### src/rtl/udp_cmd_pkg.sv
// Shared constants and types for the system-clock register command path.
// The command bus arbiter's state enum and timeout read-back value live here.
package udp_cmd_pkg;

  localparam int MIB_ADDR_BITS               = 16;
  localparam int CMD_DATA_BITS               = 32;
  localparam int CMD_MASTER_ACK_TIMEOUT_CLKS = 64;

  // Read data returned to a master whose command timed out.
  localparam logic [CMD_DATA_BITS-1:0] CMD_ARB_ERR_RDATA = CMD_DATA_BITS'(32'hDEAD_BEEF);

  typedef enum logic [1:0] {
    IDLE,
    ISSUE,
    WAIT,
    RESP
  } cmd_arb_state_t;

endpackage

### src/rtl/cmd_bus_arbiter_if.sv
// Command bus between the requesting masters, the arbiter and the register slave.
// The slave modport is the arbiter's view; the master modport is the environment's view.
interface cmd_bus_arbiter_if
  import udp_cmd_pkg::*;
#(
  parameter int NUM_REQ   = 3,
  parameter int ADDR_BITS = MIB_ADDR_BITS,
  parameter int DATA_BITS = CMD_DATA_BITS
);

  logic [NUM_REQ-1:0]           i_req_valid;
  logic [NUM_REQ-1:0]           i_req_rd_wr_n;
  logic [NUM_REQ*ADDR_BITS-1:0] i_req_addr;
  logic [NUM_REQ*DATA_BITS-1:0] i_req_wdata;
  logic [NUM_REQ-1:0]           o_req_ack;
  logic [DATA_BITS-1:0]         o_req_rdata;
  logic                         o_req_err;

  logic                         o_cmd_sel;
  logic                         o_cmd_rd_wr_n;
  logic [ADDR_BITS-1:0]         o_cmd_addr;
  logic [DATA_BITS-1:0]         o_cmd_wdata;
  logic                         i_cmd_ack;
  logic [DATA_BITS-1:0]         i_cmd_rdata;

  modport slave (
    input  i_req_valid, i_req_rd_wr_n, i_req_addr, i_req_wdata,
    input  i_cmd_ack, i_cmd_rdata,
    output o_req_ack, o_req_rdata, o_req_err,
    output o_cmd_sel, o_cmd_rd_wr_n, o_cmd_addr, o_cmd_wdata
  );

  modport master (
    output i_req_valid, i_req_rd_wr_n, i_req_addr, i_req_wdata,
    output i_cmd_ack, i_cmd_rdata,
    input  o_req_ack, o_req_rdata, o_req_err,
    input  o_cmd_sel, o_cmd_rd_wr_n, o_cmd_addr, o_cmd_wdata
  );

endinterface

### src/rtl/cmd_bus_arbiter_rr_arbiter.sv
// Combinational round-robin winner selection: searches from ptr+1 upward, wrapping.
// Produces a one-hot grant, its encoded index and an any-request flag.
module rr_arbiter #(
  parameter int NUM_REQ = 3
) (
  input  logic [NUM_REQ-1:0]         req,
  input  logic [$clog2(NUM_REQ)-1:0] ptr,
  output logic [NUM_REQ-1:0]         grant,
  output logic [$clog2(NUM_REQ)-1:0] grant_idx,
  output logic                       grant_valid
);

  localparam int IDX_W = $clog2(NUM_REQ);

  int cand;

  // NOTE: every combinational output gets a default before the loop so no latch is inferred.
  always_comb begin
    grant       = '0;
    grant_idx   = '0;
    grant_valid = 1'b0;
    cand        = 0;
    for (int i = 1; i <= NUM_REQ; i++) begin
      cand = (int'(ptr) + i) % NUM_REQ;
      if (!grant_valid && req[cand]) begin
        grant_valid = 1'b1;
        grant[cand] = 1'b1;
        grant_idx   = IDX_W'(cand);
      end
    end
  end

endmodule

### src/rtl/cmd_bus_arbiter.sv
// Round-robin arbiter sharing the single register command slave among NUM_REQ masters.
// Define CMD_BUS_ARB_TIMEOUT_EN to build the no-ack timeout counter and error response.
module cmd_bus_arbiter
  import udp_cmd_pkg::*;
#(
  parameter int NUM_REQ      = 3,
  parameter int ADDR_BITS    = MIB_ADDR_BITS,
  parameter int DATA_BITS    = CMD_DATA_BITS,
  parameter int TIMEOUT_CLKS = CMD_MASTER_ACK_TIMEOUT_CLKS
) (
  input  logic                       i_sys_clk,
  input  logic                       i_sys_srst_n,
  cmd_bus_arbiter_if.slave           bus,
  output logic                       o_busy,
  output logic [$clog2(NUM_REQ)-1:0] o_owner,
  output logic [7:0]                 stray_ack
);

  localparam int IDX_W = $clog2(NUM_REQ);

  if (NUM_REQ < 2 || NUM_REQ > 8 || TIMEOUT_CLKS < 2) begin : g_param_check
    $error("cmd_bus_arbiter: NUM_REQ must be 2..8 and TIMEOUT_CLKS >= 2");
  end

  cmd_arb_state_t     state;
  logic [NUM_REQ-1:0] owner_oh;

  logic [NUM_REQ-1:0] grant;
  logic [IDX_W-1:0]   grant_idx;
  logic               grant_valid;

  // The pointer is the owner register itself, so it only moves on a grant.
  rr_arbiter #(.NUM_REQ(NUM_REQ)) u_rr (
    .req        (bus.i_req_valid),
    .ptr        (o_owner),
    .grant      (grant),
    .grant_idx  (grant_idx),
    .grant_valid(grant_valid)
  );

`ifdef CMD_BUS_ARB_TIMEOUT_EN
  localparam int CNT_W = $clog2(TIMEOUT_CLKS);
  logic [CNT_W-1:0] tmo_cnt;
`endif

  // NOTE: all state and registered outputs use non-blocking assignments in this single clocked block.
  always_ff @(posedge i_sys_clk) begin
    if (!i_sys_srst_n) begin
      state             <= IDLE;
      owner_oh          <= '0;
      o_owner           <= IDX_W'(NUM_REQ - 1);
      o_busy            <= 1'b0;
      stray_ack         <= '0;
      bus.o_req_ack     <= '0;
      bus.o_req_rdata   <= '0;
      bus.o_req_err     <= 1'b0;
      bus.o_cmd_sel     <= 1'b0;
      bus.o_cmd_rd_wr_n <= 1'b0;
      bus.o_cmd_addr    <= '0;
      bus.o_cmd_wdata   <= '0;
`ifdef CMD_BUS_ARB_TIMEOUT_EN
      tmo_cnt           <= '0;
`endif
    end else begin
      // Single-cycle pulses fall back to 0 unless the branch below raises them.
      bus.o_cmd_sel   <= 1'b0;
      bus.o_req_ack   <= '0;
      bus.o_req_rdata <= '0;
      bus.o_req_err   <= 1'b0;

      if (bus.i_cmd_ack && state != WAIT) begin
        stray_ack <= stray_ack + 8'd1;
      end

      case (state)
        IDLE: begin
          if (grant_valid) begin
            o_owner           <= grant_idx;
            owner_oh          <= grant;
            bus.o_cmd_rd_wr_n <= bus.i_req_rd_wr_n[grant_idx];
            bus.o_cmd_addr    <= bus.i_req_addr[grant_idx*ADDR_BITS +: ADDR_BITS];
            bus.o_cmd_wdata   <= bus.i_req_wdata[grant_idx*DATA_BITS +: DATA_BITS];
            bus.o_cmd_sel     <= 1'b1;
            o_busy            <= 1'b1;
            state             <= ISSUE;
          end
        end

        ISSUE: begin
`ifdef CMD_BUS_ARB_TIMEOUT_EN
          tmo_cnt <= '0;
`endif
          state <= WAIT;
        end

        WAIT: begin
          // An ack on the last counted cycle takes priority over the abort.
          if (bus.i_cmd_ack) begin
            bus.o_req_ack   <= owner_oh;
            bus.o_req_rdata <= bus.i_cmd_rdata;
            state           <= RESP;
          end
`ifdef CMD_BUS_ARB_TIMEOUT_EN
          else if (tmo_cnt == CNT_W'(TIMEOUT_CLKS - 1)) begin
            bus.o_req_ack   <= owner_oh;
            bus.o_req_rdata <= DATA_BITS'(CMD_ARB_ERR_RDATA);
            bus.o_req_err   <= 1'b1;
            state           <= RESP;
          end else begin
            tmo_cnt <= tmo_cnt + 1'b1;
          end
`endif
        end

        RESP: begin
          o_busy <= 1'b0;
          state  <= IDLE;
        end

        default: begin
          o_busy <= 1'b0;
          state  <= IDLE;
        end
      endcase
    end
  end

endmodule

### src/flat_wrapper.sv
// flat-port wrapper written by rule: the top's interface ports become plain ports
module cmd_bus_arbiter_flat import udp_cmd_pkg::*;
#(
  parameter int NUM_REQ      = 3,
  parameter int ADDR_BITS    = MIB_ADDR_BITS,
  parameter int DATA_BITS    = CMD_DATA_BITS,
  parameter int TIMEOUT_CLKS = CMD_MASTER_ACK_TIMEOUT_CLKS
)
  (i_sys_clk, i_sys_srst_n, o_busy, o_owner, stray_ack, bus_i_req_valid, bus_i_req_rd_wr_n, bus_i_req_addr, bus_i_req_wdata, bus_i_cmd_ack, bus_i_cmd_rdata, bus_o_req_ack, bus_o_req_rdata, bus_o_req_err, bus_o_cmd_sel, bus_o_cmd_rd_wr_n, bus_o_cmd_addr, bus_o_cmd_wdata);
  cmd_bus_arbiter_if #(.NUM_REQ(NUM_REQ), .ADDR_BITS(ADDR_BITS), .DATA_BITS(DATA_BITS)) bus_i ();
  input  logic i_sys_clk;
  input  logic i_sys_srst_n;
  output logic o_busy;
  output logic [$clog2(NUM_REQ)-1:0] o_owner;
  output logic [7:0] stray_ack;
  input wire logic [$bits(bus_i.i_req_valid)-1:0] bus_i_req_valid;
  input wire logic [$bits(bus_i.i_req_rd_wr_n)-1:0] bus_i_req_rd_wr_n;
  input wire logic [$bits(bus_i.i_req_addr)-1:0] bus_i_req_addr;
  input wire logic [$bits(bus_i.i_req_wdata)-1:0] bus_i_req_wdata;
  input wire logic [$bits(bus_i.i_cmd_ack)-1:0] bus_i_cmd_ack;
  input wire logic [$bits(bus_i.i_cmd_rdata)-1:0] bus_i_cmd_rdata;
  output wire logic [$bits(bus_i.o_req_ack)-1:0] bus_o_req_ack;
  output wire logic [$bits(bus_i.o_req_rdata)-1:0] bus_o_req_rdata;
  output wire logic [$bits(bus_i.o_req_err)-1:0] bus_o_req_err;
  output wire logic [$bits(bus_i.o_cmd_sel)-1:0] bus_o_cmd_sel;
  output wire logic [$bits(bus_i.o_cmd_rd_wr_n)-1:0] bus_o_cmd_rd_wr_n;
  output wire logic [$bits(bus_i.o_cmd_addr)-1:0] bus_o_cmd_addr;
  output wire logic [$bits(bus_i.o_cmd_wdata)-1:0] bus_o_cmd_wdata;
  assign bus_i.i_req_valid = bus_i_req_valid;
  assign bus_i.i_req_rd_wr_n = bus_i_req_rd_wr_n;
  assign bus_i.i_req_addr = bus_i_req_addr;
  assign bus_i.i_req_wdata = bus_i_req_wdata;
  assign bus_i.i_cmd_ack = bus_i_cmd_ack;
  assign bus_i.i_cmd_rdata = bus_i_cmd_rdata;
  assign bus_o_req_ack = bus_i.o_req_ack;
  assign bus_o_req_rdata = bus_i.o_req_rdata;
  assign bus_o_req_err = bus_i.o_req_err;
  assign bus_o_cmd_sel = bus_i.o_cmd_sel;
  assign bus_o_cmd_rd_wr_n = bus_i.o_cmd_rd_wr_n;
  assign bus_o_cmd_addr = bus_i.o_cmd_addr;
  assign bus_o_cmd_wdata = bus_i.o_cmd_wdata;
  cmd_bus_arbiter #(.NUM_REQ(NUM_REQ), .ADDR_BITS(ADDR_BITS), .DATA_BITS(DATA_BITS), .TIMEOUT_CLKS(TIMEOUT_CLKS)) u_core (.i_sys_clk(i_sys_clk), .i_sys_srst_n(i_sys_srst_n), .bus(bus_i), .o_busy(o_busy), .o_owner(o_owner), .stray_ack(stray_ack));
endmodule
### config.mk
export PLATFORM = sky130hd
export DESIGN_NAME = cmd_bus_arbiter_flat
export DESIGN_NICKNAME = d
export VERILOG_FILES = /design/src/rtl/udp_cmd_pkg.sv /design/src/rtl/cmd_bus_arbiter_if.sv /design/src/rtl/cmd_bus_arbiter_rr_arbiter.sv /design/src/rtl/cmd_bus_arbiter.sv /design/src/flat_wrapper.sv
export SDC_FILE = /design/constraint.sdc
export NUM_CORES = 1
export LEC_CHECK = 0
export BUFFER_PORTS_ARGS = -buffer_cell sky130_fd_sc_hd__clkbuf_2
export CORE_ASPECT_RATIO = 2
export CORE_MARGIN = 2
export CORE_UTILIZATION = 46
export DETAILED_ROUTE_END_ITERATION = 16
export HOLD_SLACK_MARGIN = 0.06
export PLACE_DENSITY_LB_ADDON = 0.1
export SYNTH_ARGS = -nofsm -noshare
export SYNTH_HDL_FRONTEND = slang
export SYNTH_SLANG_ARGS = --single-unit
### constraint.sdc
create_clock -name i_sys_clk -period 3.41 [get_ports i_sys_clk]
set_clock_uncertainty 0.2 [all_clocks]
set_input_delay 0.341 -clock i_sys_clk [delete_from_list [all_inputs] [get_ports i_sys_clk]]
set_output_delay 0.341 -clock i_sys_clk [all_outputs]
set_load 0.05 [all_outputs]
After elaboration in Yosys (flattened, before gate mapping)
Cells that the tools add are included.

Register bits: 101. Input port bits: 185. Output and inout bits: 97. Word-level logic and storage cells: 82.

Add/subtract/negate cells: 4. Div/mod/pow operators: 3. Magnitude comparators: 7. Equal/unequal tests: 6. Shifts and indexed selects: 2. Mux-type cells: 32. Bitwise operators: 2. Reduce and logical (&&, ||, !) cells: 15.

Operators by type and width (count): $ge A32 B1 Y1 const B (3); $lt A32 B4 Y1 const B (3); $mod A32 B3 Y32 const B (3); $shiftx A96 B8 Y32 (1); $shiftx A48 B7 Y16 (1); $mux W1 (15); $mux W2 (5); $mux W3 (3); $add A8 B1 Y8 const B (1); $bmux W1 S2 (4); $pmux W2 S4 (1); $reduce_and A2 Y1 (4); $add A2 B2 Y3 const B (2); $demux W1 S2 (3); $logic_and A1 B1 Y1 (6); $or A3 B3 Y3 (2); $eq A2 B2 Y1 const B (2); $ne A2 B2 Y1 const B (2); $add A2 B1 Y3 const B (1); $lt A2 B3 Y1 const B (1); $reduce_and A3 Y1 (1); $eq A2 B1 Y1 const B (1); $logic_not A1 Y1 (2); $logic_not A2 Y1 (1); 3 further kinds (3).

Longest topological paths before layout
Gate-level depths: netlist (run 1).

Depth in word-level cells: 14. Mapped depth: 12. Mapped depth without buffers: 8.

Hierarchy
From an unflattened synthesis (run 1), not the netlist that was laid out.

Cell total of the unflattened synthesis: 480. Area total of the unflattened synthesis: 4534.3 um^2.

By module, submodules not included: cmd_bus_arbiter (times used 1, cells each 440, area each 4252.8 um^2, seq. area each 2021.9 um^2); rr_arbiter (times used 1, cells each 40, area each 281.5 um^2, seq. area each 0.0 um^2).

Worst setup path after synthesis (run 1)
No wires, ideal clock.

Path kind: reg-to-reg. Start: register u_core.o_owner[0]. End: register u_core.bus.o_cmd_wdata[3]. Library setup time: 0.117 ns. Data arrival time: 2.640 ns. Data required time: 3.093 ns. Setup slack: 0.453 ns. Stages on the path, launching flop included: 12. Path buffers: 3. Period minus slack after synthesis: 2.957 ns. Path through: dfxtp_1 inv_1 ha_1 buf_2 nand2_1 a21oi_1 o21ai_1 buf_4 buf_4 mux2i_1 o211ai_1 a32o_1.

Longest elaborated chain between the ends: 13. Elaborated cells between the ends (all ways): 27. Those cells by class: add/sub: 3; div: 3; shift: 1; mux: 15; reduce/logical: 5.

RTL lines: from (decl) (RTL line cmd_bus_arbiter.sv:15) `output logic [$clog2(NUM_REQ)-1:0] o_owner,`; from (signal assigned) (RTL line cmd_bus_arbiter.sv:51) `o_owner <= IDX_W'(NUM_REQ - 1);`; from (signal assigned) (RTL line cmd_bus_arbiter.sv:78) `o_owner <= grant_idx;`; $add A2 B1 Y3 (RTL line cmd_bus_arbiter_rr_arbiter.sv:24) `cand = (int'(ptr) + i) % NUM_REQ;`; $mod A32 B3 Y32 (RTL line cmd_bus_arbiter_rr_arbiter.sv:24); $bmux W1 S2 (RTL line cmd_bus_arbiter_rr_arbiter.sv:25) `if (!grant_valid && req[cand]) begin`; $mux W1 (not written as such) (2 in series) (RTL line cmd_bus_arbiter_rr_arbiter.sv:25); $mux W1 (RTL line cmd_bus_arbiter_rr_arbiter.sv:25); $logic_not A1 Y1 (RTL line cmd_bus_arbiter_rr_arbiter.sv:25); $logic_and A1 B1 Y1 (RTL line cmd_bus_arbiter_rr_arbiter.sv:25); $mux W1 (RTL line cmd_bus_arbiter_rr_arbiter.sv:25); $logic_not A1 Y1 (RTL line cmd_bus_arbiter_rr_arbiter.sv:25); $logic_and A1 B1 Y1 (RTL line cmd_bus_arbiter_rr_arbiter.sv:25); $mux W2 / $mux W1 (equally long branches) (RTL line cmd_bus_arbiter_rr_arbiter.sv:25); $shiftx A96 B8 Y32 / $reduce_and A2 Y1 (equally long branches); to (signal assigned) (RTL line cmd_bus_arbiter.sv:82) `bus.o_cmd_wdata <= bus.i_req_wdata[grant_idx*DATA_BITS +: DATA_BITS];`; to (decl) (RTL line cmd_bus_arbiter_if.sv:30) `output o_cmd_sel, o_cmd_rd_wr_n, o_cmd_addr, o_cmd_wdata`.

Several ways; a longest one is shown, not always the timed one. The select of a mux whose other input is x is not followed. A chain may end at the register's enable or synchronous reset.

Final worst setup path (run 1)
Start: register u_core.o_owner[0]. End: register u_core.bus.o_cmd_wdata[11].

Same word-level chain as after synthesis.

==> out/metrics.yaml, run 1 <==
power:
  powerDensity_mw_per_mm2: 901
  sequentialPowerShare_pct: 22.5
  pwr-share-clk_pct: 14.5
  p_leak_nw: 3.63
  power.switching_mw: 3.36
  combPwrFrac_pct: 63.0
  ir_drop_v: 0.000554
  intPower_mw: 3.63
  p_sw_share_pct: 48.1
setup_path:
  crit_required_ns: 3.45
  setup.worst_path.start: "u_core.o_owner[0]"
  rr_worst_depth: 8
  cp_max_fo: 30
  worstPathArrival_ns: 3.14
  r2r_setup_slack_ns: 0.31
  critPathCaptureType: "flop"
  r2r-end: "u_core.bus.o_cmd_wdata[11]"
  r2r-start: "u_core.o_owner[0]"
  crit_path_start_kind: "flop"
  path_class: "reg2reg"
layout:
  n_antenna_cell: 0
  instances_no_fill: 1035
  layout.nets: 1077
  num-fill-cells: 1045
  areaGrowthSynthToFinish_pct: 37.9
  multi_input_area_mm2: 0.00333
  postLayoutCoreUtil_pct: 64.4
  drive_gt1_share_pct: 42.1
  final-seq-area_mm2: 0.00202
sta:
  slew_viol_final: 0
  fin_hold_ws_ns: 0.0682
  period_minus_slack_ns: 3.10
  tightest_slew_ns: 0.900
  rsz0062_at_grt: "no"
  finalHoldViolCount: 0
  finalSetupViolations: 0
  relSlewSlack_pct: 40.0
  tns_ns: 0
  max_freq_mhz: 323
  layout_setup_ws_ns: 0.315
  period_share_pct: 90.8
synthesis:
  syn_area_mm2: 0.00563
  syn-num-nets: 794
  synth_edf_count: 0
  synthArstFlopShare_pct: 0
  ys.warnings.count: 0
  netlist_instances: 600
  avgSynthCellArea_um2: 9.38
  synth_ff_type: "dfxtp_1"
  ys_seq_area_share_pct: 35.9
  synthDistinctLibCells: 46
  ys_ff_latch: 101
placement:
  hpwl_um: 12800
  portBuffers: 280
  gp_congestion: 0.897
  placed_cells: 985
  pre_cts_ws_ns: 0.193
outcome:
  status: "finished clean"
detailed_routing:
  vias_per_cell: 5.72
  num_vias: 5925
  wl_per_cell_um: 17.9
  drt_iter0_markers: 317
  drc_errors: 0
  drt_wl_total_um: 18500
  ant_nets: 0
  first_pass_iters: 4
global_route:
  grt.total_usage_pct: 26.9
  grt_pass1_wl_um: 28000
  grt_max_degree: 50
  grt_overflow: 0
  antenna_found_initial: 0
  grt_pass1_vias: 6078
hold_path:
  hp-start: "i_sys_srst_n"
  holdPathStages: 2
  hold_path_class: "in2reg"
  worstHoldEndpoint: "u_core.o_owner[1]"
floorplan:
  io_pins: 282
  die_h_um: 160
  die-area_mm2: 0.0132
  fp.dieW_um: 82.2
  coreArea_mm2: 0.0121
  core.rowCount: 57
  start_util_pct: 46.7
clock_tree:
  postCtsSetupRepairBufs: 0
  clk_latency_ns: 0.35
  cts.clk_slew.worst_paths_ns: 0.08
  clockBufferDepth: 2
  cts_buffers: 9
  ctsRootBufferMaster: "clkbuf_16"
  cts_tree: "built"
  cts.sinks: 101
  htree_levels: 3
flow_run:
  drv_cap: 0
[per-stage QoR]
stage               cell area [um^2]  total power, mW
global placement                7130             5.79
finish                          7760             6.99
global route                    7760             7.41
detailed placement              7130             5.93
CTS                             7740             6.98
floorplan                       5630             4.89
[how the worst max path moves through the flow]
| stage | to | depth (start not counted) | slack, ns |
|---|---|---|---|
| after detailed placement | u_core.bus.o_cmd_addr[0] | 9 | 0.19 |
| after global placement | u_core.bus.o_cmd_addr[0] | 9 | 0.29 |
| after floorplan | u_core.bus.o_cmd_wdata[3] | 11 | 0.45 |
| after global routing | u_core.bus.o_cmd_wdata[16] | 9 | 0.13 |
| after CTS | u_core.bus.o_cmd_wdata[4] | 9 | 0.17 |
| final | u_core.bus.o_cmd_wdata[11] | 8 | 0.31 |
[critical path, stage by stage (launching register included)]
cell and delay [ns]:
dfxtp_1 0.41, inv_1 0.08, ha_1 0.47, o21ai_0 0.61
a21boi_4 0.24, buf_4 0.31, a22oi_1 0.25, o211ai_1 0.13
a32o_1 0.27
[cell usage in the layout, fill, tap and decap left out, types with 3 or more instances in the layout]
master	instances
clkbuf_16	9
clkbuf_2	280
dfxtp_1	101
nor2b_1	4
dlygate4sd3_1	32
inv_1	8
o21ai_0	9
xor2_1	4
nor2_1	15
a21oi_1	8
mux2i_1	54
buf_4	10
a32o_1	49
a22oi_1	49
nand2_1	14
ha_1	9
and2_1	84
buf_12	5
o211ai_1	49
nand4_1	3
or2_2	49
[area by class of cell]
type	instances	area share (%)
Multi-Input combinational cell	436	43.0
Tap cell	147	2.37
Sequential cell	101	26.1
Clock buffer	9	2.90
Timing Repair Buffer	327	24.4
Clock inverter	7	0.887
Inverter	8	0.387
[state kept, by name, summed over array words and instances, names as in the netlist, 2 cells and up]
| signal | count |
|---|---|
| u_core.o_owner | 2 |
| u_core.stray_ack | 8 |
| u_core.bus.o_cmd_wdata | 32 |
| u_core.bus.o_req_ack | 3 |
| u_core.bus.o_req_rdata | 32 |
| u_core.owner_oh | 3 |
| u_core.state | 2 |
| u_core.bus.o_cmd_addr | 16 |
[synth_stat cells, drive strengths merged (2+ instances only)]
master | instances | share of area, %
nand3 | 2 | 0.18
nand3b | 2 | 0.27
or2 | 50 | 5.6
inv | 8 | 0.53
xor2 | 4 | 0.62
nand4 | 3 | 0.33
nand2b | 2 | 0.22
and2 | 85 | 9.4
o21ai | 11 | 0.98
mux2i | 55 | 10
nor2 | 16 | 1.1
nor2b | 5 | 0.56
dfxtp | 101 | 36
or3 | 2 | 0.22
o211ai | 49 | 6.5
o31ai | 2 | 0.36
a22oi | 49 | 6.5
and3 | 2 | 0.22
buf | 29 | 3.6
ha | 9 | 2.0
clkbuf | 28 | 1.9
a21oi | 8 | 0.71
nand2 | 14 | 0.93
a32o | 49 | 8.7
a211oi | 2 | 0.27
[routing by layer]
layer	vias up	track usage (%)	part of all wire, %
li1	2786	-	-
met1	2825	26.6	36
met2	253	49.8	52
met3	61	5.51	6.1
met4	0	14.2	5.0
met5	-	0	0
[kinds of logic after synthesis]
logic type | count (synthesis) | share of synthesized area [%]
AND/OR/NAND/NOR | 186 | 19.5
flip-flops | 101 | 35.9
other | 1 | 0.0666
multiplexers | 56 | 10.2
XOR/XNOR | 5 | 0.778
AO/OA/AOI/OAI | 177 | 25.5
buffers and inverters | 65 | 6.05
adder cells (fa/ha/maj) | 9 | 2.00
[power by group through the flow]
stage / Sequential [mW] / Clock, mW / Combinational, mW
floorplan: 2.33 / 0 / 2.56
global placement: 1.58 / 0 / 4.21
detailed placement: 1.60 / 0 / 4.33
CTS: 1.57 / 1.03 / 4.37
global route: 1.59 / 1.08 / 4.73
finish: 1.57 / 1.02 / 4.40
[timing repair]
| item | 4_1_cts | 5_1_grt |
|---|---|---|
| hold buffers | 32 | 0 |
| gates resized for setup | 0 | 1 |
| setup endpoints to repair | 0 | 21 |
| hold endpoints to repair | 32 | 0 |
Note: power is estimated with default switching activity, not from simulation.
==> run 2, diff against run 1 <==
--- a/config.mk
+++ b/config.mk
@@ -12,6 +12,7 @@
 export DETAILED_ROUTE_END_ITERATION = 16
 export HOLD_SLACK_MARGIN = 0.06
 export PLACE_DENSITY_LB_ADDON = 0.1
+export REMOVE_ABC_BUFFERS = 1
 export SYNTH_ARGS = -nofsm -noshare
 export SYNTH_HDL_FRONTEND = slang
 export SYNTH_SLANG_ARGS = --single-unit
==> run 2 against run 1 <==
Sequential share of layout area grew 0.22 points. Non-clock buffer count fell by 4. Utilization shrank 0.55 points. Setup slack better by 0.047 ns. Routed wire length rose by 6.1%. Register-to-register slack improved by 0.05 ns. Sequential power about the same. Critical path depth increased by 1. Flip-flop and latch count unchanged. Critical path type unchanged. Largest cell class unchanged.
==> out/metrics.yaml, run 2 (synthesis gave the netlist of run 1 again) <==
clock_tree:
  cts_tree: "built"  # unchanged
  clockBufferDepth: 2  # unchanged
  cts.clk_slew.worst_paths_ns: 0.08  # about the same
  clk_latency_ns: 0.35  # about the same
  cts.sinks: 101  # unchanged
  cts_buffers: 9  # unchanged
  htree_levels: 3  # unchanged
  ctsRootBufferMaster: "clkbuf_16"  # unchanged
floorplan:
  start_util_pct: 46.7  # unchanged
  core.rowCount: 57  # unchanged
  fp.dieW_um: 82.2  # unchanged
  die_h_um: 160  # unchanged
  coreArea_mm2: 0.0121  # unchanged
  io_pins: 282  # unchanged
  die-area_mm2: 0.0132  # unchanged
layout:
  final_common_cell: "clkbuf_2"  # unchanged
  final_cell_mix: "clkbuf_2 (280), dfxtp_1 (101), and2_1 (84)"  # unchanged
  drive_gt1_share_pct: 41.6  # was 42.1%
  instances_no_fill: 1030  # was 1035
  final_cell_area_mm2: 0.00769  # was 0.00776 mm^2
  top_regs: "u_core.bus.o_cmd_wdata: 32 flops, u_core.bus.o_req_rdata: 32 flops, u_core.bus.o_cmd_addr: 16 flops"  # unchanged
  layout.nets: 1071  # was 1077
  areaGrowthSynthToFinish_pct: 36.7  # was 37.9%
setup_path:
  cp_max_fo: 42  # was 30
  critPathCaptureType: "flop"  # unchanged
  crit_path_start_kind: "flop"  # unchanged
  worstPathArrival_ns: 3.09  # was 3.14 ns
  crit_required_ns: 3.45  # about the same
  path_class: "reg2reg"  # unchanged
sta:
  tightest_slew_ns: 0.894  # was 0.900 ns
  period_minus_slack_ns: 3.05  # was 3.10 ns
  max_freq_mhz: 328  # was 323 MHz
  relSlewSlack_pct: 40.4  # was 40.0%
  slew_viol_final: 0  # unchanged
  finalHoldViolCount: 0  # unchanged
  rsz0062_at_grt: "no"  # unchanged
  period_share_pct: 89.4  # was 90.8%
  finalSetupViolations: 0  # unchanged
detailed_routing:
  drt_iter0_markers: 345  # was 317
  num_vias: 5895  # was 5925
  wl_per_cell_um: 19.1  # was 17.9 um
  drc_errors: 0  # unchanged
  vias_per_cell: 5.72  # about the same
  first_pass_iters: 5  # was 4
  ant_nets: 0  # unchanged
  drt_wl_total_um: 19600  # was 18500 um
global_route:
  grt_max_degree: 63  # was 50
  grt_pass1_vias: 6206  # was 6078
  grt_overflow: 0  # unchanged
  antenna_found_initial: 0  # unchanged
  grt.total_usage_pct: 29.0  # was 26.9%
  grt_pass1_wl_um: 30100  # was 28000 um
power:
  powerDensity_mw_per_mm2: 901  # about the same
  ir_drop_v: 0.000492  # was 0.000554 V
  p_leak_nw: 3.60  # was 3.63 nW
flow_run:
  drv_cap: 0  # unchanged
placement:
  portBuffers: 280  # unchanged
  placed_cells: 981  # was 985
  place_area_mm2: 0.00706  # was 0.00713 mm^2
  gp_congestion: 0.927  # was 0.897
  hpwl_um: 13600  # was 12800 um
hold_path:
  hold_path_class: "in2reg"  # unchanged
outcome:
  status: "finished clean"  # unchanged
==> run 2: power by group <==
group	switching (mW)	internal (mW)
Sequential	0.135	1.44
Clock	0.525	0.527
Combinational	2.70	1.61
Total	3.36	3.57
==> run 2: layout make-up <==
| type | instances | area (um^2) |
|---|---|---|
| inverters | 8 | 30.0 |
| fillers | 1000 | 4360 |
| clock inverters | 7 | 81.3 |
| diodes | 1 | 2.50 |
| well taps | 147 | 184 |
| clock buffers | 9 | 225 |
| flip-flops and latches | 101 | 2020 |
| multi-input cells | 434 | 3310 |
| repair buffers | 323 | 1840 |
==> run 2: critical path, stage by stage (launching register included) <==
cell and delay, ns:
dfxtp_1 0.40, inv_1 0.08, ha_1 0.49, nand2_1 0.20, a21oi_1 0.12, o21ai_4 0.41, buf_12 0.36, mux2i_1 0.25
o211ai_1 0.12, a32o_1 0.27
==> run 2: what timing repair did <==
action                                 in CTS  in global routing
hold buffers                               32                  0
gates resized for setup                     0                  1
setup endpoints to repair                   0                 51
endpoints found under the hold margin      32                  0
setup buffers                               0                  0
==> run 2: path summary, 6_finish.rpt <==
path / to / cells after the start / slack (ns) / start
max: u_core.bus.o_cmd_addr[8] / 9 / 0.36 / u_core.o_owner[0]
min: u_core.o_owner[1] / 2 / 0.07 / i_sys_srst_n
max reg2reg: u_core.bus.o_cmd_addr[8] / 9 / 0.36 / u_core.o_owner[0]
min reg2reg: u_core.bus.o_req_ack[2] / 1 / 0.27 / u_core.owner_oh[2]
==> run 2: routing by layer <==
layer / track usage [%] / routed length [um] / up-vias
li1: - / - / 2768
met2: 52.9 / 10400 / 256
met3: 7.30 / 1260 / 53
met1: 28.6 / 7050 / 2818
met5: 0 / 0 / -
met4: 15.5 / 866 / 0
==> run 2: through the flow <==
stage                     setup TNS, ns  total power, mW  setup slack, ns  hold WS [ns]  util [%]
after global routing                  0             7.34            0.157        0.0656      63.8
after global placement                0             5.72            0.296         0.247      58.6
after CTS                             0             6.96            0.107        0.0605      63.8
after floorplan                 -115.57             4.76            -2.32         0.203         -
after detailed placement              0             5.87            0.133         0.247      58.6
final                                 0             6.93            0.362        0.0704      63.8
==> run 3, diff against run 2 <==
--- a/config.mk
+++ b/config.mk
@@ -5,10 +5,11 @@
 export SDC_FILE = /design/constraint.sdc
 export NUM_CORES = 1
 export LEC_CHECK = 0
+export ABC_AREA = 1
 export BUFFER_PORTS_ARGS = -buffer_cell sky130_fd_sc_hd__clkbuf_2
 export CORE_ASPECT_RATIO = 2
 export CORE_MARGIN = 2
-export CORE_UTILIZATION = 46
+export CORE_UTILIZATION = 44
 export DETAILED_ROUTE_END_ITERATION = 16
 export HOLD_SLACK_MARGIN = 0.06
 export PLACE_DENSITY_LB_ADDON = 0.1
==> run 3 against run 2 <==
Clock power grew 5%. Global-route usage shrank 2.1 points. Final area shrank 6.3%. Sequential share of layout area grew 1.8 points. Largest power group unchanged.
==> out/metrics.yaml, run 3 <==
outcome:
  status: "finished clean"  # unchanged
global_route:
  grt.total_usage_pct: 26.9  # was 29.0%
  grt_pass1_vias: 5636  # was 6206
  antenna_found_initial: 0  # unchanged
  grt_max_degree: 50  # was 63
  grt_overflow: 0  # unchanged
  grt_pass1_wl_um: 26100  # was 30100 um
floorplan:
  coreArea_mm2: 0.0109  # was 0.0121 mm^2
  fp.dieW_um: 78.9  # was 82.2 um
  die-area_mm2: 0.0121  # was 0.0132 mm^2
  core.rowCount: 54  # was 57
  die_h_um: 154  # was 160 um
  start_util_pct: 45.2  # was 46.7%
  io_pins: 282  # unchanged
synthesis:
  ys_top_cells_by_count: "inv_1 (133), nand3_1 (130), dfxtp_1 (101)"  # was dfxtp_1 (101), and2_1 (85), mux2i_1 (54)
  syn_area_mm2: 0.00494  # was 0.00563 mm^2
  yosys.area.top_type_share_pct: 40.9  # was 35.9%
  synthTopCellsByArea: "dfxtp_1 (41%), nand3_1 (13%), inv_1 (10%)"  # was dfxtp_1 (36%), mux2i_1 (9.6%), and2_1 (9.4%)
  ys_seq_area_share_pct: 40.9  # was 35.9%
  synth_top_area_cell: "dfxtp_1"  # unchanged
  ys_ff_latch: 101  # unchanged
  yosysMostFrequentCell: "inv_1"  # was dfxtp_1
  netlist_instances: 718  # was 600
  synth_ff_type: "dfxtp_1"  # unchanged
  avgSynthCellArea_um2: 6.88  # was 9.38 um^2
  synthDistinctLibCells: 30  # was 46
  synth_edf_count: 0  # unchanged
  synthArstFlopShare_pct: 0  # unchanged
  ys.warnings.count: 0  # unchanged
setup_path:
  cp_max_fo: 33  # was 42
  crit_required_ns: 3.50  # was 3.45 ns
  path_class: "reg2reg"  # unchanged
  critPathCaptureType: "flop"  # unchanged
  crit_path_start_kind: "flop"  # unchanged
  worstPathArrival_ns: 3.05  # was 3.09 ns
clock_tree:
  htree_levels: 3  # unchanged
  ctsRootBufferMaster: "clkbuf_16"  # unchanged
  postCtsSetupRepairBufs: 0  # unchanged
  clockBufferDepth: 2  # unchanged
  cts.clk_slew.worst_paths_ns: 0.07  # was 0.08 ns
  clk_latency_ns: 0.35  # about the same
  cts_buffers: 9  # unchanged
  cts_resized: 0  # unchanged
  hold_buffers: 50  # was 32
  cts.sinks: 101  # unchanged
  cts_tree: "built"  # unchanged
sta:
  layout_setup_ws_ns: 0.453  # was 0.362 ns
  finalHoldViolCount: 0  # unchanged
  relSlewSlack_pct: 63.7  # was 40.4%
  period_minus_slack_ns: 2.96  # was 3.05 ns
  max_freq_mhz: 338  # was 328 MHz
  tightest_slew_ns: 0.545  # was 0.894 ns
  fin_hold_ws_ns: 0.0905  # was 0.0704 ns
  finalSetupViolations: 0  # unchanged
  rsz0062_at_grt: "no"  # unchanged
  period_share_pct: 86.7  # was 89.4%
  slew_viol_final: 0  # unchanged
layout:
  final_cell_mix: "clkbuf_2 (280), inv_1 (133), nand3_1 (130)"  # was clkbuf_2 (280), dfxtp_1 (101), and2_1 (84)
  postLayoutCoreUtil_pct: 65.8  # was 63.8%
  final_common_cell: "clkbuf_2"  # unchanged
  layout.nets: 1222  # was 1071
  top_regs: "u_core.bus.o_cmd_wdata: 32 flops, u_core.bus.o_req_rdata: 32 flops, u_core.bus.o_cmd_addr: 16 flops"  # unchanged
  areaGrowthSynthToFinish_pct: 45.8  # was 36.7%
  drive_gt1_share_pct: 31.2  # was 41.6%
  n_antenna_cell: 0  # was 1
  instances_no_fill: 1173  # was 1030
power:
  p_leak_nw: 4.11  # was 3.60 nW
  p_sw_share_pct: 52.3  # was 48.5%
  pwr-share-clk_pct: 16.4  # was 15.2%
  ir_drop_v: 0.000755  # was 0.000492 V
  power.switching_mw: 3.52  # was 3.36 mW
  intPower_mw: 3.21  # was 3.57 mW
  combPwrFrac_pct: 59.6  # was 62.2%
  sequentialPowerShare_pct: 24.0  # was 22.7%
  powerDensity_mw_per_mm2: 935  # was 901 mW/mm^2
detailed_routing:
  ant_nets: 0  # unchanged
  wl_per_cell_um: 14.0  # was 19.1 um
  num_vias: 5694  # was 5895
  drt_wl_total_um: 16400  # was 19600 um
  drc_errors: 0  # unchanged
  first_pass_iters: 4  # was 5
  vias_per_cell: 4.85  # was 5.72
  drt_iter0_markers: 229  # was 345
hold_path:
  hold_path_class: "in2reg"  # unchanged
placement:
  pre_cts_ws_ns: 0.494  # was 0.133 ns
  placed_cells: 1107  # was 981
  gp_congestion: 0.890  # was 0.927
  portBuffers: 280  # unchanged
  hpwl_um: 11500  # was 13600 um
flow_run:
  drv_cap: 0  # unchanged
[run 3: power groups by stage]
stage / logic (mW) / clock network, mW / registers, mW
after floorplan: 1.99 / 0 / 2.46
after global placement: 3.96 / 0 / 1.63
after detailed placement: 3.99 / 0 / 1.63
after CTS: 4.05 / 1.13 / 1.61
after global routing: 4.43 / 1.17 / 1.64
final: 4.01 / 1.10 / 1.62
[run 3: cells by family after synthesis]
group / after synthesis / share of synthesized area [%]
adder cells (fa/ha/maj): 9 / 2.28
buffers and inverters: 181 / 15.0
AO/OA/AOI/OAI: 116 / 11.9
other: 1 / 0.0759
AND/OR/NAND/NOR: 309 / 29.6
flip-flops: 101 / 40.9
XOR/XNOR: 1 / 0.177
[run 3: path summary, 6_finish.rpt]
kind / from / endpoint / slack (ns) / depth (start not counted)
min: bus_i_req_addr[34] / u_core.bus.o_cmd_addr[2] / 0.09 / 3
max reg2reg: u_core.o_owner[0] / u_core.bus.o_cmd_wdata[19] / 0.45 / 14
min reg2reg: u_core.owner_oh[0] / u_core.bus.o_req_ack[0] / 0.23 / 2
max: u_core.o_owner[0] / u_core.bus.o_cmd_wdata[19] / 0.45 / 14
[run 3: metrics by stage]
stage	TNS, ns	power (mW)	area [um^2]
after global placement	0	5.59	6380
after global routing	0	7.24	7210
after floorplan	-16.70	4.45	4730
final	0	6.74	7210
after CTS	0	6.79	7210
after detailed placement	0	5.62	6380
[run 3: layer usage]
| layer | GRT usage, % | vias up | wire [um] |
|---|---|---|---|
| met1 | 27.7 | 2511 | 5930 |
| met4 | 11.2 | 0 | 491 |
| met3 | 5.87 | 37 | 1140 |
| met5 | 0 | - | 0 |
| met2 | 51.1 | 254 | 8840 |
| li1 | - | 2892 | - |
[run 3: area by class of cell]
cell class,count,area [um^2]
multi-input combinational,436,2180
sequential,101,2020
clock buffer,10,229
timing repair buffer,340,1980
tap,140,175
clock inverter,6,93.8
inverter,140,528
fill,1064,3740
[run 3: critical path, stage by stage (launching register included)]
cell and delay (ns):
dfxtp_1 0.37, inv_1 0.09, ha_1 0.42, inv_2 0.08
nand2_1 0.06, nand3_1 0.07, nand2_2 0.14, nand3_2 0.12
inv_2 0.09, nand2_1 0.08, nand2_4 0.33, inv_4 0.24
nor2_8 0.31, nand3_1 0.13, nand3_1 0.09
